File: src/rtl/ma_stage.sv
// ma_stage: memory-access pipeline stage between execute and write-back.
// Ports: EX handshake (EX_ready/MA_enable) and destination/operand inputs,
//   WB handshake (MA_ready/WB_enable) with registered pass-through outputs,
//   data bus (data_req/wr/size/addr/wstrb/wdata, addr_ok/data_ok/rdata),
//   empty flushes the held instruction, valid_out feeds forwarding.
module ma_stage (
    input  logic        clk,
    input  logic        rst_n,
    input  logic        empty,
    input  logic        EX_ready,
    output logic        MA_enable,
    output logic        MA_ready,
    input  logic        WB_enable,
    input  logic [4:0]  rf_waddr_in,
    input  logic        rf_wen_in,
    input  logic [2:0]  rf_wdata_src_in,
    input  logic        mem_read_in,
    input  logic        mem_write_in,
    input  logic [6:0]  align_load_in,
    input  logic [4:0]  align_store_in,
    input  logic [31:0] alu_res_in,
    input  logic [31:0] rf_B_in,
    input  logic [31:0] EX_PC,
    input  logic [4:0]  exccode_in,
    output logic [4:0]  rf_waddr_out,
    output logic        rf_wen_out,
    output logic [2:0]  rf_wdata_src_out,
    output logic [31:0] MA_PC,
    output logic [4:0]  exccode_out,
    output logic [31:0] rf_wdata_out,
    output logic        data_req,
    output logic        data_wr,
    output logic [1:0]  data_size,
    output logic [31:0] data_addr,
    output logic [3:0]  data_wstrb,
    output logic [31:0] data_wdata,
    input  logic        data_addr_ok,
    input  logic        data_data_ok,
    input  logic [31:0] data_rdata,
    output logic        valid_out
);
    typedef enum logic [2:0] {
        S_IDLE, S_REQ, S_WAIT, S_DONE, S_DRAIN
    } state_e;

    state_e      state_q, state_d;
    logic        valid_q;
    logic [4:0]  waddr_q, exc_q;
    logic        wen_q, rd_q, wr_q;
    logic [2:0]  wsrc_q;
    logic [6:0]  ld_q;
    logic [4:0]  st_q;
    logic [31:0] addr_q, rt_q, pc_q, res_q;

    logic        accept, retire, is_mem;
    logic [1:0]  a;
    logic [4:0]  sh;
    logic [31:0] rsh, load_res, st_data;
    logic [7:0]  lbyte;
    logic [15:0] lhalf;
    logic [3:0]  st_strb;

    assign MA_ready  = (state_q == S_DONE);
    assign retire    = MA_ready && WB_enable;
    assign MA_enable = (state_q != S_DRAIN) && (!valid_q || retire);
    // flush wins over a simultaneous hand-over
    assign accept    = MA_enable && EX_ready && !empty;
    assign is_mem    = (mem_read_in || mem_write_in) && (exccode_in == 5'd0);

    always_comb begin
        state_d = state_q;
        unique case (state_q)
            S_IDLE:  if (accept) state_d = is_mem ? S_REQ : S_DONE;
            S_REQ: begin
                if (empty)             state_d = S_IDLE;
                else if (data_addr_ok) state_d = S_WAIT;
            end
            S_WAIT: begin
                // a beat coinciding with the flush is itself the discarded one
                if (data_data_ok) state_d = empty ? S_IDLE : S_DONE;
                else if (empty)   state_d = S_DRAIN;
            end
            S_DONE: begin
                if (empty)       state_d = S_IDLE;
                else if (accept) state_d = is_mem ? S_REQ : S_DONE;
                else if (retire) state_d = S_IDLE;
            end
            S_DRAIN: if (data_data_ok) state_d = S_IDLE;
            default: state_d = S_IDLE;
        endcase
    end

    assign a     = addr_q[1:0];
    assign sh    = {a, 3'b000};
    assign rsh   = data_rdata >> sh;
    assign lbyte = rsh[7:0];
    assign lhalf = a[1] ? data_rdata[31:16] : data_rdata[15:0];

    always_comb begin
        load_res = data_rdata;
        case (1'b1)
            ld_q[5]: load_res = {{24{lbyte[7]}}, lbyte};
            ld_q[4]: load_res = {24'd0, lbyte};
            ld_q[3]: load_res = {{16{lhalf[15]}}, lhalf};
            ld_q[2]: load_res = {16'd0, lhalf};
            ld_q[1]: load_res = (data_rdata << (5'd24 - sh))
                              | (rt_q & (32'h00FF_FFFF >> sh));
            ld_q[0]: load_res = (data_rdata >> sh)
                              | (rt_q & ~(32'hFFFF_FFFF >> sh));
            default: load_res = data_rdata;
        endcase
    end

    always_comb begin
        st_strb = 4'b0000;
        st_data = rt_q;
        case (1'b1)
            st_q[4]: st_strb = 4'b1111;
            st_q[3]: begin
                st_strb = 4'b0001 << a;
                st_data = {4{rt_q[7:0]}};
            end
            st_q[2]: begin
                st_strb = a[1] ? 4'b1100 : 4'b0011;
                st_data = {2{rt_q[15:0]}};
            end
            st_q[1]: begin
                st_strb = 4'b1111 >> (2'd3 - a);
                st_data = rt_q >> (5'd24 - sh);
            end
            st_q[0]: begin
                st_strb = 4'b1111 << a;
                st_data = rt_q << sh;
            end
            default: st_strb = 4'b0000;
        endcase
    end

    always_comb begin
        data_size = 2'd2;
        if (ld_q[5] || ld_q[4] || st_q[3])      data_size = 2'd0;
        else if (ld_q[3] || ld_q[2] || st_q[2]) data_size = 2'd1;
    end

    // partial-word lwl/lwr/swl/swr always address the containing word
    assign data_addr  = (ld_q[1] || ld_q[0] || st_q[1] || st_q[0])
                      ? {addr_q[31:2], 2'b00} : addr_q;
    assign data_req   = (state_q == S_REQ) && !empty;
    assign data_wr    = data_req && wr_q;
    assign data_wstrb = wr_q ? st_strb : 4'b0000;
    assign data_wdata = st_data;

    assign rf_waddr_out     = waddr_q;
    assign rf_wen_out       = wen_q;
    assign rf_wdata_src_out = wsrc_q;
    assign MA_PC            = pc_q;
    assign exccode_out      = exc_q;
    assign rf_wdata_out     = res_q;
    assign valid_out        = valid_q;

    always_ff @(posedge clk or negedge rst_n) begin
        if (!rst_n) begin
            state_q <= S_IDLE;
            valid_q <= 1'b0;
            waddr_q <= '0;
            wen_q   <= 1'b0;
            wsrc_q  <= '0;
            rd_q    <= 1'b0;
            wr_q    <= 1'b0;
            ld_q    <= '0;
            st_q    <= '0;
            addr_q  <= '0;
            rt_q    <= '0;
            pc_q    <= '0;
            exc_q   <= '0;
            res_q   <= '0;
        end else begin
            state_q <= state_d;
            if (empty)       valid_q <= 1'b0;
            else if (accept) valid_q <= 1'b1;
            else if (retire) valid_q <= 1'b0;
            if (accept) begin
                waddr_q <= rf_waddr_in;
                wen_q   <= rf_wen_in;
                wsrc_q  <= rf_wdata_src_in;
                rd_q    <= mem_read_in;
                wr_q    <= mem_write_in;
                ld_q    <= align_load_in;
                st_q    <= align_store_in;
                addr_q  <= alu_res_in;
                rt_q    <= rf_B_in;
                pc_q    <= EX_PC;
                exc_q   <= exccode_in;
                res_q   <= alu_res_in;
            end else if (state_q == S_WAIT && data_data_ok
                         && rd_q && !empty) begin
                res_q <= load_res;
            end
        end
    end
endmodule

File: config.mk
export PLATFORM = sky130hd
export DESIGN_NAME = ma_stage
export DESIGN_NICKNAME = d
export VERILOG_FILES = /design/src/rtl/ma_stage.sv
export SDC_FILE = /design/constraint.sdc
export NUM_CORES = 1
export LEC_CHECK = 0
export BUFFER_PORTS_ARGS = -buffer_cell sky130_fd_sc_hd__buf_2
export CELL_PAD_IN_SITES_DETAIL_PLACEMENT = 1
export CELL_PAD_IN_SITES_GLOBAL_PLACEMENT = 1
export CORE_MARGIN = 10
export CORE_UTILIZATION = 38
export DETAILED_ROUTE_END_ITERATION = 8
export GPL_TIMING_DRIVEN = 0
export PLACE_DENSITY_LB_ADDON = 0.1
export SLEW_MARGIN = 15
export SYNTH_ARGS = -nofsm -noshare
export SYNTH_HDL_FRONTEND = slang
export SYNTH_SLANG_ARGS = --single-unit
File: constraint.sdc
create_clock -name clk -period 2.8 [get_ports clk]
set_clock_uncertainty 0.15 [all_clocks]
set_input_delay 0.14 -clock clk [delete_from_list [all_inputs] [get_ports clk]]
set_output_delay 0.14 -clock clk [all_outputs]
set_load 0.005 [all_outputs]
# == Word level (Yosys, flattened, before mapping) ==
# Index checks and enable logic that the tools add are counted.
# Widths: inputs -> output; s select.
# word_totals
regBits,159
input_bits,163
out_inout_bits,153
elab_cells,105
# op_classes
addsub,2
eq_ne,10
shifts,9
muxes,39
bitwise_logic,5
n_reduce_logical,26
# op_table
operator,n
$mux 32,13
$and 32x32->32,2
$or 32x32->32,2
$shl 32x5->32,2
$shr 32x5->32,2
$not 32->32,1
$shr 24x5->32 const A,1
$shr 32x5->32 const A,1
$mux 4,7
$mux 3,9
$mux 16,1
$pmux 3 s5,1
$logic_and 1x1->1,10
$mux 2,5
$logic_or 1x1->1,9
$ne 3x3->1 const B,3
$eq 3x2->1 const B,2
$logic_not 5->1,1
$reduce_and 5->1,1
$sub 5x5->5 const A,1
$ne 2x2->1 const B,2
$ne 4x2->1 const B,1
$shl 1x2->4 const A,1
$shl 4x2->4 const A,1
9 further kinds,12

# == Longest topological paths before layout ==
# Gate-level depths: netlist (run 1).
# depth
depth_word,12
mapped_depth,8
mapped_depth_nobuf,5

# == Least setup slack after synthesis (run 1) ==
# Ideal clock, no wire load.
# synth_timing
path_type,reg2reg
from,reg addr_q[0]
to,"reg res_q[21], in the netlist rf_wdata_out[21]"
setup_ns,0.129
arrival_ns,1.743
required_time_ns,2.521
slack_ns,0.778
stages_incl_launch_ff,8
path_cell_list,dfrtp_1 > mux2_4 > mux2_4 > a221o_1 > buf_6 > nor2_8 > buf_12 > a211oi_2
# synth_via
elab_chain_len,12
# synth_lines
element,line_no,rtl
start: declaration,53,"logic [31:0] addr_q, rt_q, pc_q, res_q;"
start signal: assignment,190,addr_q <= alu_res_in;
branches (longest 9 deep; another with $sub 5x5->5),-,
$mux 32 (*),101,case (1'b1)
$mux 32 (*),195,end else if (state_q == S_WAIT && data_data_ok
$mux 32 (*),182,if (accept) begin
end signal: assignment,194,res_q <= alu_res_in;
end signal: assignment,197,res_q <= load_res;
end: declaration,53,
# Mark *: on every way between the ends. The select of a mux whose other input is x is not followed.
# A chain may end at the register's enable or synchronous reset.

# == Worst setup path in the final report (run 1) ==
# layout_timing
from,reg addr_q[1]
to,out data_wdata[19]
# layout_via
elab_chain_len,6
# layout_lines
element,line_no,rtl
$sub 5x5->5 / $shl 32x5->32 (equally long branches),"129, 133",
$shr 32x5->32 / $mux 32 (equally long branches),"129, 117",
$mux 32 (*) (4 in series),117,case (1'b1)
end: declaration,36,"output logic [31:0] data_wdata,"
# Every way passes the cells marked *; elsewhere a longest branch is shown, timed or not.

==> results of run 1 <==
[metrics by stage]
step | std cells | TNS (ps) | utilization | total power, mW
floorplan | 1252 | 0 | - | 6.99
global placement | 1900 | -199310 | 0.463 | 9.51
detailed placement | 1901 | -29.6 | 0.465 | 9.68
CTS | 2061 | -388 | 0.539 | 12.4
global route | 2064 | -12.7 | 0.541 | 13.2
finish | 2064 | 0 | 0.541 | 12.5
[cell usage after synthesis (9+ instances only)]
library cell	n	area, µm²
nand2_1	383	1440
dfrtp_1	159	3980
o21ai_0	84	420
nor2_1	70	263
clkbuf_1	57	214
a21oi_1	53	265
buf_4	36	270
a221oi_1	32	280
mux2i_1	31	310
buf_2	29	145
inv_1	25	93.8
nor3_1	24	120
mux2_2	20	225
o221ai_1	19	166
a31oi_1	17	106
a22oi_1	16	120
o22ai_1	15	93.8
o32ai_1	14	123
nor2b_1	13	81.3
a211oi_2	11	138
a211oi_1	10	75.1
o31ai_1	9	67.6
[worst max path at each step]
stage | start | to | slack [ps]
3_3_place_gp | rst_n | MA_PC[6]$_DFFE_PN0P_ | -1280
3_5_place_dp | addr_q[1]$_DFFE_PN0P_ | data_wdata[12] | -30
5_1_grt | addr_q[1]$_DFFE_PN0P_ | data_wdata[14] | -10
4_1_cts | addr_q[1]$_DFFE_PN0P_ | data_wstrb[1] | -80
2_1_floorplan | addr_q[0]$_DFFE_PN0P_ | rf_wdata_out[21]$_DFFE_PN0P_ | 780
6_report | addr_q[1]$_DFFE_PN0P_ | data_wdata[19] | 60
[report_power, final]
group          leakage (nW)  switching (mW)  internal [mW]  total, mW
clock network         0.291            1.23           1.20       2.43
logic                  4.62            3.74           2.60       6.34
registers              1.94           0.729           3.01       3.74
[flip-flops by register name, indices dropped and copies added, names as in the netlist]
signal and count:
ld_q 6, MA_PC 32, wr_q 1, rd_q 1, exccode_out 5, addr_q 32
rt_q 32, state_q 3, st_q 5, rf_waddr_out 5, rf_wdata_out 32, rf_wdata_src_out 3
valid_out 1, rf_wen_out 1
[layer usage]
metal / vias up / wire (µm)
li1: 5342 / -
met1: 5941 / 20300
met2: 603 / 24900
met3: 105 / 5270
met4: 0 / 1750
met5: - / 0
[cells by family after synthesis]
group,count (synthesis)
compound gates,335
buf+inv,156
flops,159
mux,62
simple gates,540
[worst reg2reg max path, delay by kind of cell (launching register included)]
kind | cells | cell delay (ps)
AO/OA/AOI/OAI | 3 | 700
buffers and inverters | 2 | 850
flip-flops | 1 | 460
AND/OR/NAND/NOR | 2 | 450
[timing repair]
item | 4_1_cts | 5_1_grt
cloned | 0 | 0
resized for setup | 21 | 31
endpoints found under the setup margin | 36 | 38
hold buffers | 129 | 0
pin swaps | 0 | 1
buffers inserted | 0 | 2
endpoints found under the hold margin | 220 | 0
[cell type report]
cell class              instances  area [µm²]
fillers                      3199       12000
multi-input cells             937        5400
flip-flops and latches        159        3980
repair buffers                445        2910
plain buffers                 130         742
clock buffers                  17         425
well taps                     335         419
clock inverters                15         168
inverters                      25        93.8
diodes                          1        2.50
==> results.json, run 1 <==
{
  "first_iter_violations": 943,
  "drc": 0,
  "finalMaxSlewViolations": 0,
  "cp_common_cell": "buf_2",
  "min_to": "rf_wdata_out[10]$_DFFE_PN0P_",
  "hold_path_depth": 4,
  "r2r-start": "valid_out$_DFFE_PN0P_",
  "h-tree-depth": 4,
  "arrival_ps": 2450,
  "finalInstanceArea_mm2": 0.0141,
  "io_buffers": 313,
  "synthAdderAreaFrac": 0,
  "crit_path_start_kind": "flip-flop",
  "ff2ff_path_depth": 7,
  "ant_nets": 0,
  "final_common_cell": "nand2_1",
  "antenna_found_initial": 1,
  "clk_path_buf_depth": 2,
  "setup_viol": 0,
  "synth_cells": 1252,
  "cts_root_buffer": "clkbuf_16",
  "finalCritPeriodShare": 0.978,
  "synth_xor_area_frac": 0,
  "busiest_layer": "met2",
  "cp_cell_sequence": "clkbuf_4 -> buf_4 -> nor2_4 -> buf_2 -> a221oi_1 -> o31ai_2 -> buf_2",
  "reg2reg_slack_ps": 80,
  "fp.dieH_um": 183,
  "synth-seq-cells": 159,
  "die_area_mm2": 0.0335,
  "cp.depth": 7,
  "hpwl_um": 38100,
  "peakVddDrop_uv": 340,
  "cts_sinks": 159,
  "layout.nets": 1878,
  "syn_nets": 1415,
  "fp.dieW_um": 183,
  "hold_path_class": "primary input to flip-flop",
  "synth_top_family_by_area": "compound AO/OA/AOI/OAI gates",
  "grt_pass1_vias": 12900,
  "wl_um": 52200,
  "syn_area_mm2": 0.0101,
  "grt_max_degree": 98,
  "grt.met1_usage": 0.369,
  "rsz0062_at_grt": "true",
  "place_area_mm2": 0.0121,
  "drv_cap": 0,
  "critical-path-slowest-cell": "dfrtp_1",
  "finalHoldViolations": 0,
  "avgSynthCellArea_um2": 8.08,
  "critPathCaptureType": "output port",
  "clk_latency_ps": 450,
  "critPathKind": "flip-flop to output port",
  "synthMuxAreaShare": 0.0752,
  "drive_gt1_frac": 0.286,
  "synth_edf_count": 0,
  "layout_min_cycle_time_ps": 2740,
  "critical_path_required_ps": 2510,
  "fmax_mhz": 365,
  "final_cell_mix": "nand2_1 (383), buf_2 (336), dfrtp_1 (157), dlygate4sd3_1 (129), o21ai_0 (83)",
  "grtUsageTotal": 0.304,
  "yosys.area_share.simple": 0.221,
  "via_per_inst": 5.81,
  "clkTransAtPathRegs_ps": 70,
  "synth-compound-area-share": 0.232,
  "fin_ws_ps": 61.1,
  "seq_area_frac_synth": 0.393,
  "syn2layout_area_growth_pct": 39.8,
  "worst_hold_startpoint": "data_rdata[10]",
  "cpPeakStageDelay_ps": 360,
  "cp_max_fo": 10,
  "worst_slew_pin_slew_ps": 802,
  "start_util": 0.387,
  "async_reset_ff_frac": 1.00,
  "timing.hold.ws_ps": 18.4,
  "row_count": 59,
  "num_vias": 12000,
  "r2r-end": "rt_q[19]$_DFFE_PN0P_",
  "cts_tree": "built",
  "max-slew-margin-rel": 0.464,
  "use_met3": 0.0866,
  "wl_per_cell_um": 25.3,
  "cts_inserted_buffers": 17,
  "gp_congestion": 0.970,
  "synth.distinct_cells": 61,
  "core_area_mm2": 0.0261,
  "grt_first_pass_wirelength_um": 79400,
  "cellLeakagePower_nw": 6.85,
  "drt_first_pass_iters": 5,
  "path_buf_inv": 4,
  "powerDensity_mw_per_mm2": 885,
  "crit_family": "buffers and inverters",
  "ios": 316,
  "status": "complete, no violations",
  "dp_slack_ps": -29.6,
  "grt_util_met2": 0.505,
  "yosysWarnings": 0,
  "ys.flop_type": "dfrtp_1",
  "overflow": 0
}
(Power assumes the default switching activity.)
==> inputs of run 2 (changes only) <==
CELL_PAD_IN_SITES_DETAIL_PLACEMENT = 0   (was 1)
CELL_PAD_IN_SITES_GLOBAL_PLACEMENT = 2   (was 1)
CORE_UTILIZATION = 32   (was 38)
clock period = 3.3 ns   (was 2.8 ns; I/O delays follow)
==> run 2 against run 1 <==
Against the previous run: routed wire length decreased by 2.8%; sequential cell count stayed put; clock power shrank 11%; design area about the same; utilization fell by 9.1 points.
==> results.json, run 2 (synthesis results as in run 1) <==
{
  "p_comb_frac": 0.496,
  "max-slew-margin-rel": 0.402,
  "seqPwrFrac": 0.299,
  "status": "complete, no violations",
  "worst_hold_startpoint": "data_rdata[10]",
  "clk_path_buf_depth": 2,
  "drt_first_pass_iters": 6,
  "overflow": 0,
  "diodes": 0,
  "core_area_mm2": 0.0314,
  "wl_um": 50800,
  "arrival_ps": 2910,
  "drive_gt1_frac": 0.272,
  "critPathKind": "flip-flop to output port",
  "cts_inserted_buffers": 17,
  "dp_slack_ps": 506,
  "wl_per_cell_um": 23.9,
  "fp.dieH_um": 198,
  "utilization": 0.450,
  "cts_sinks": 159,
  "critPathCaptureType": "output port",
  "p_switching_mw": 4.62,
  "regArea_mm2": 0.00398,
  "clkTransAtPathRegs_ps": 70,
  "cts_setup_buffers": 0,
  "first_iter_violations": 1006,
  "final_common_cell": "nand2_1",
  "fin_cells": 2129,
  "met1Wirelength_um": 21100,
  "crit_path_start_kind": "flip-flop",
  "gp_congestion": 0.964,
  "antenna_found_initial": 0,
  "top_layer_used": "met4",
  "final_cell_mix": "nand2_1 (383), buf_2 (341), dfrtp_1 (159), dlygate4sd3_1 (129), o21ai_0 (84)",
  "drv_cap": 0,
  "critical_path_required_ps": 2980,
  "layout.nets": 1877,
  "p_int_mw": 5.97,
  "place.detailed.instances": 1968,
  "num_vias": 11500,
  "powerDensity_mw_per_mm2": 749,
  "fill_cells": 3235,
  "grt_first_pass_wirelength_um": 75700,
  "startpoint": "addr_q[1]$_DFFE_PN0P_",
  "grtUsageTotal": 0.256,
  "worst_slew_pin_slew_ps": 887,
  "io_buffers": 313,
  "finalMaxSlewViolations": 0,
  "finalHoldViolations": 0,
  "finalInstanceArea_mm2": 0.0141,
  "hold_path_class": "primary input to flip-flop",
  "layout_min_cycle_time_ps": 3220,
  "place_area_mm2": 0.0122,
  "finalCritPeriodShare": 0.977,
  "timing.hold.ws_ps": 37.8,
  "fin_ws_ps": 75.3,
  "met3_length_um": 4500,
  "met2_length_um": 23600,
  "ios": 316,
  "die_area_mm2": 0.0391,
  "rsz0062_at_grt": "true",
  "multi_input_area_mm2": 0.00535,
  "r2r-start": "state_q[1]$_DFFE_PN0P_",
  "drc": 0,
  "hpwl_um": 38600,
  "setup_viol": 0,
  "power_mw": 10.6,
  "fp.dieW_um": 198,
  "syn2layout_area_growth_pct": 39.7,
  "grt_max_degree": 85,
  "ant_nets": 0,
  "h-tree-depth": 4,
  "grt_pass1_vias": 11800,
  "cts_tree": "built",
  "cp_max_fo": 10,
  "sw_frac_of_total": 0.436,
  "start_util": 0.322,
  "cellLeakagePower_nw": 6.79,
  "row_count": 65,
  "p_clk_frac": 0.205,
  "fmax_mhz": 310,
  "cts_root_buffer": "clkbuf_16",
  "clk_latency_ps": 460,
  "setup_tns_ps": 0,
  "via_per_inst": 5.40,
  "peakVddDrop_uv": 407
}
run 2: changes by cell type in the layout (fill, tap and decap cells not counted), moves of 5 or more:
cell,before,now
clkbuf_1,44,58
buf_2,336,341
buf_4,41,36
clkbuf_2,10,2
run 2: power groups by stage:
stage	combinational, mW	clock, mW	sequential, mW
final	5.25	2.17	3.16
after global routing	5.72	2.30	3.23
after CTS	5.20	2.22	3.15
after global placement	5.06	0	3.16
after detailed placement	5.06	0	3.17
after floorplan	2.94	0	2.99
run 2: cell type report:
class | count | share of cell area
multi-input combinational | 937 | 0.378
sequential | 159 | 0.281
timing repair buffer | 443 | 0.205
buffer | 131 | 0.0493
tap | 402 | 0.0356
clock buffer | 19 | 0.0306
clock inverter | 13 | 0.0131
inverter | 25 | 0.00664
run 2: final timing paths:
| check | to | slack [ps] | depth (start not counted) |
|---|---|---|---|
| setup / recovery | data_wdata[14] | 80 | 8 |
| hold / removal | rf_wdata_out[10]$_DFFE_PN0P_ | 40 | 4 |
| setup reg to reg | ld_q[2]$_DFFE_PN0P_ | 590 | 8 |
| hold reg to reg | MA_PC[31]$_DFFE_PN0P_ | 320 | 2 |
| max in group asynchronous | MA_PC[4]$_DFFE_PN0P_ | 1950 | 3 |
| min in group asynchronous | rt_q[13]$_DFFE_PN0P_ | 170 | 2 |
run 2: metal layers:
| layer | global-route usage | vias up |
|---|---|---|
| met5 | 0 | - |
| met4 | 0.0934 | 0 |
| met3 | 0.0820 | 83 |
| met2 | 0.412 | 518 |
| met1 | 0.315 | 5545 |
| li1 | - | 5345 |
run 2: repair_timing:
item / in CTS / in global routing
endpoints found under the setup margin: 0 / 7
resized for setup: 0 / 3
hold buffers: 129 / 0
hold endpoints to repair: 233 / 0
run 2: worst max-delay path, stage by stage, from the launching register on:
cell and delay (ps):
dfrtp_1 320, buf_2 250, buf_2 350, clkbuf_1 520, a21oi_1 80, a31oi_1 290
a221oi_1 180, nor3_1 280, buf_2 180
==> inputs of run 3 (changes only) <==
BUFFER_PORTS_ARGS = default   (was -buffer_cell sky130_fd_sc_hd__buf_2)
CORE_UTILIZATION = 39   (was 32)
DONT_BUFFER_PORTS = 1   (was default)
==> run 3 against run 2 <==
Against the previous run: the flow now finishes with violations (hold timing); sequential share of layout area rose by 3.2 points; first-iteration DRC count increased by 20%; register-to-register slack got worse by 400 ps; design area fell by 10%; fmax is 3.8% higher; via count is 8.2% lower; non-clock buffer count is 293 lower; global-route usage is 2.1 points higher; sequential cell count stayed put; die area down 16%; combinational power decreased by 17%; largest power group unchanged.
==> results.json, run 3 (synthesis results as in run 1) <==
{
  "status": "finished, violations left",
  "violations": "hold timing",
  "hpwl_um": 35500,
  "antenna_found_initial": 4,
  "critPathKind": "flip-flop to flip-flop",
  "cp_max_fo": 10,
  "setup_viol": 0,
  "max-slew-margin-rel": 0.457,
  "crit_family": "buffers and inverters",
  "finalMaxSlewViolations": 0,
  "holdBufCountCts": 150,
  "cp.depth": 8,
  "grt_first_pass_wirelength_um": 70500,
  "arrival_ps": 3310,
  "die_area_mm2": 0.0328,
  "grt_util_met2": 0.445,
  "power_mw": 9.95,
  "fin_cells": 1765,
  "peakVddDrop_uv": 367,
  "clkTransAtPathRegs_ps": 70,
  "drc": 0,
  "clk_latency_ps": 430,
  "grt_pass1_vias": 10800,
  "drt_first_pass_iters": 5,
  "gp_congestion": 0.937,
  "grt_max_degree": 160,
  "wl_per_cell_um": 26.9,
  "grt.met1_usage": 0.343,
  "ant_nets": 0,
  "ios": 316,
  "via_per_inst": 5.97,
  "powerDensity_mw_per_mm2": 785,
  "worst_slew_pin_slew_ps": 811,
  "hold_path_class": "primary input to async pin",
  "cpPeakStageDelay_ps": 600,
  "fp.dieW_um": 181,
  "overflow": 0,
  "busiest_layer": "met2",
  "timing.hold.ws_ps": -725,
  "finalCritPeriodShare": 0.941,
  "layout_min_cycle_time_ps": 3110,
  "wl_um": 47400,
  "syn2layout_area_growth_pct": 25.4,
  "cts_sinks": 159,
  "num_vias": 10500,
  "layout.nets": 1584,
  "clk_path_buf_depth": 2,
  "critical-path-slowest-cell": "dlygate4sd3_1",
  "place.detailed.instances": 1582,
  "cellLeakagePower_nw": 5.60,
  "ff2ff_path_depth": 8,
  "start_util": 0.399,
  "h-tree-depth": 4,
  "finalHoldViolations": 159,
  "io_buffers": 0,
  "grtUsageTotal": 0.277,
  "fp.dieH_um": 181,
  "core_area_mm2": 0.0253,
  "critical_path_required_ps": 3500,
  "crit_path_start_kind": "flip-flop",
  "final_common_cell": "nand2_1",
  "use_met3": 0.0901,
  "setup_tns_ps": 0,
  "final_cell_mix": "nand2_1 (383), dfrtp_1 (159), dlygate4sd3_1 (150), o21ai_0 (84), nor2_1 (69)",
  "drv_cap": 0,
  "drive_gt1_frac": 0.109,
  "rsz0062_at_grt": "false",
  "critPathCaptureType": "flip-flop",
  "fmax_mhz": 322,
  "cts_root_buffer": "clkbuf_16",
  "row_count": 58,
  "cp_cell_sequence": "buf_2 -> inv_1 -> clkbuf_1 -> clkbuf_2 -> nor2_1 -> o32ai_1 -> dlygate4sd3_1 -> a2bb2oi_1",
  "cts_inserted_buffers": 17,
  "first_iter_violations": 1208,
  "reg2reg_slack_ps": 190,
  "path_buf_inv": 5,
  "cts_tree": "built"
}
-- run 3: changes by cell type in the layout (fill, tap and decap cells not counted), sizes merged --
cell         change
clkbuf           -2
clkinv           -2
buf            -314
clkinvlp         -1
diode            +2
inv              +4
dlygate4sd3     +21
-- run 3: final cells by class --
class / count / area (µm²)
Multi-Input combinational cell: 937 / 5350
Antenna cell: 2 / 5.00
Inverter: 25 / 93.8
Sequential cell: 159 / 3980
Clock buffer: 17 / 425
Timing Repair Buffer: 150 / 1500
Buffer: 131 / 697
Tap cell: 330 / 413
Clock inverter: 14 / 219
Fill cell: 2513 / 12600
-- run 3: final timing paths --
path / start / endpoint
setup / recovery: addr_q[1]$_DFFE_PN0P_ / rf_wdata_out[13]$_DFFE_PN0P_
hold / removal: rst_n / rt_q[13]$_DFFE_PN0P_
setup reg to reg: addr_q[1]$_DFFE_PN0P_ / rf_wdata_out[13]$_DFFE_PN0P_
hold reg to reg: addr_q[15]$_DFFE_PN0P_ / addr_q[15]$_DFFE_PN0P_
max in group asynchronous: rst_n / addr_q[11]$_DFFE_PN0P_
min in group clk: data_rdata[2] / rf_wdata_out[18]$_DFFE_PN0P_
-- run 3: report_power, final --
| group | switching (mW) | internal, mW |
|---|---|---|
| Combinational | 2.68 | 1.70 |
| Sequential | 0.750 | 2.56 |
| Clock | 0.966 | 1.30 |
| Total | 4.40 | 5.56 |
-- run 3: per-layer routing --
layer / wire length [µm] / part of all wire / up-vias
met2: 22000 / 0.46 / 551
met5: 7 / 0.00015 / -
li1: - / - / 4752
met4: 1560 / 0.033 / 2
met3: 4700 / 0.099 / 103
met1: 19100 / 0.40 / 5137
-- run 3: what timing repair did --
item,4_1_cts,5_1_grt
hold endpoints to repair,318,159
gates resized for setup,0,3
buffers inserted,0,0
setup endpoints to repair,0,5
-- run 3: metrics by stage --
stage               worst slack, ps  instance area (µm²)   util
floorplan                      1280                10100      -
global placement                488                10500  0.416
detailed placement              499                10500  0.416
CTS                            40.7                12700  0.500
global route                   56.7                12700  0.501
finish                          194                12700  0.501
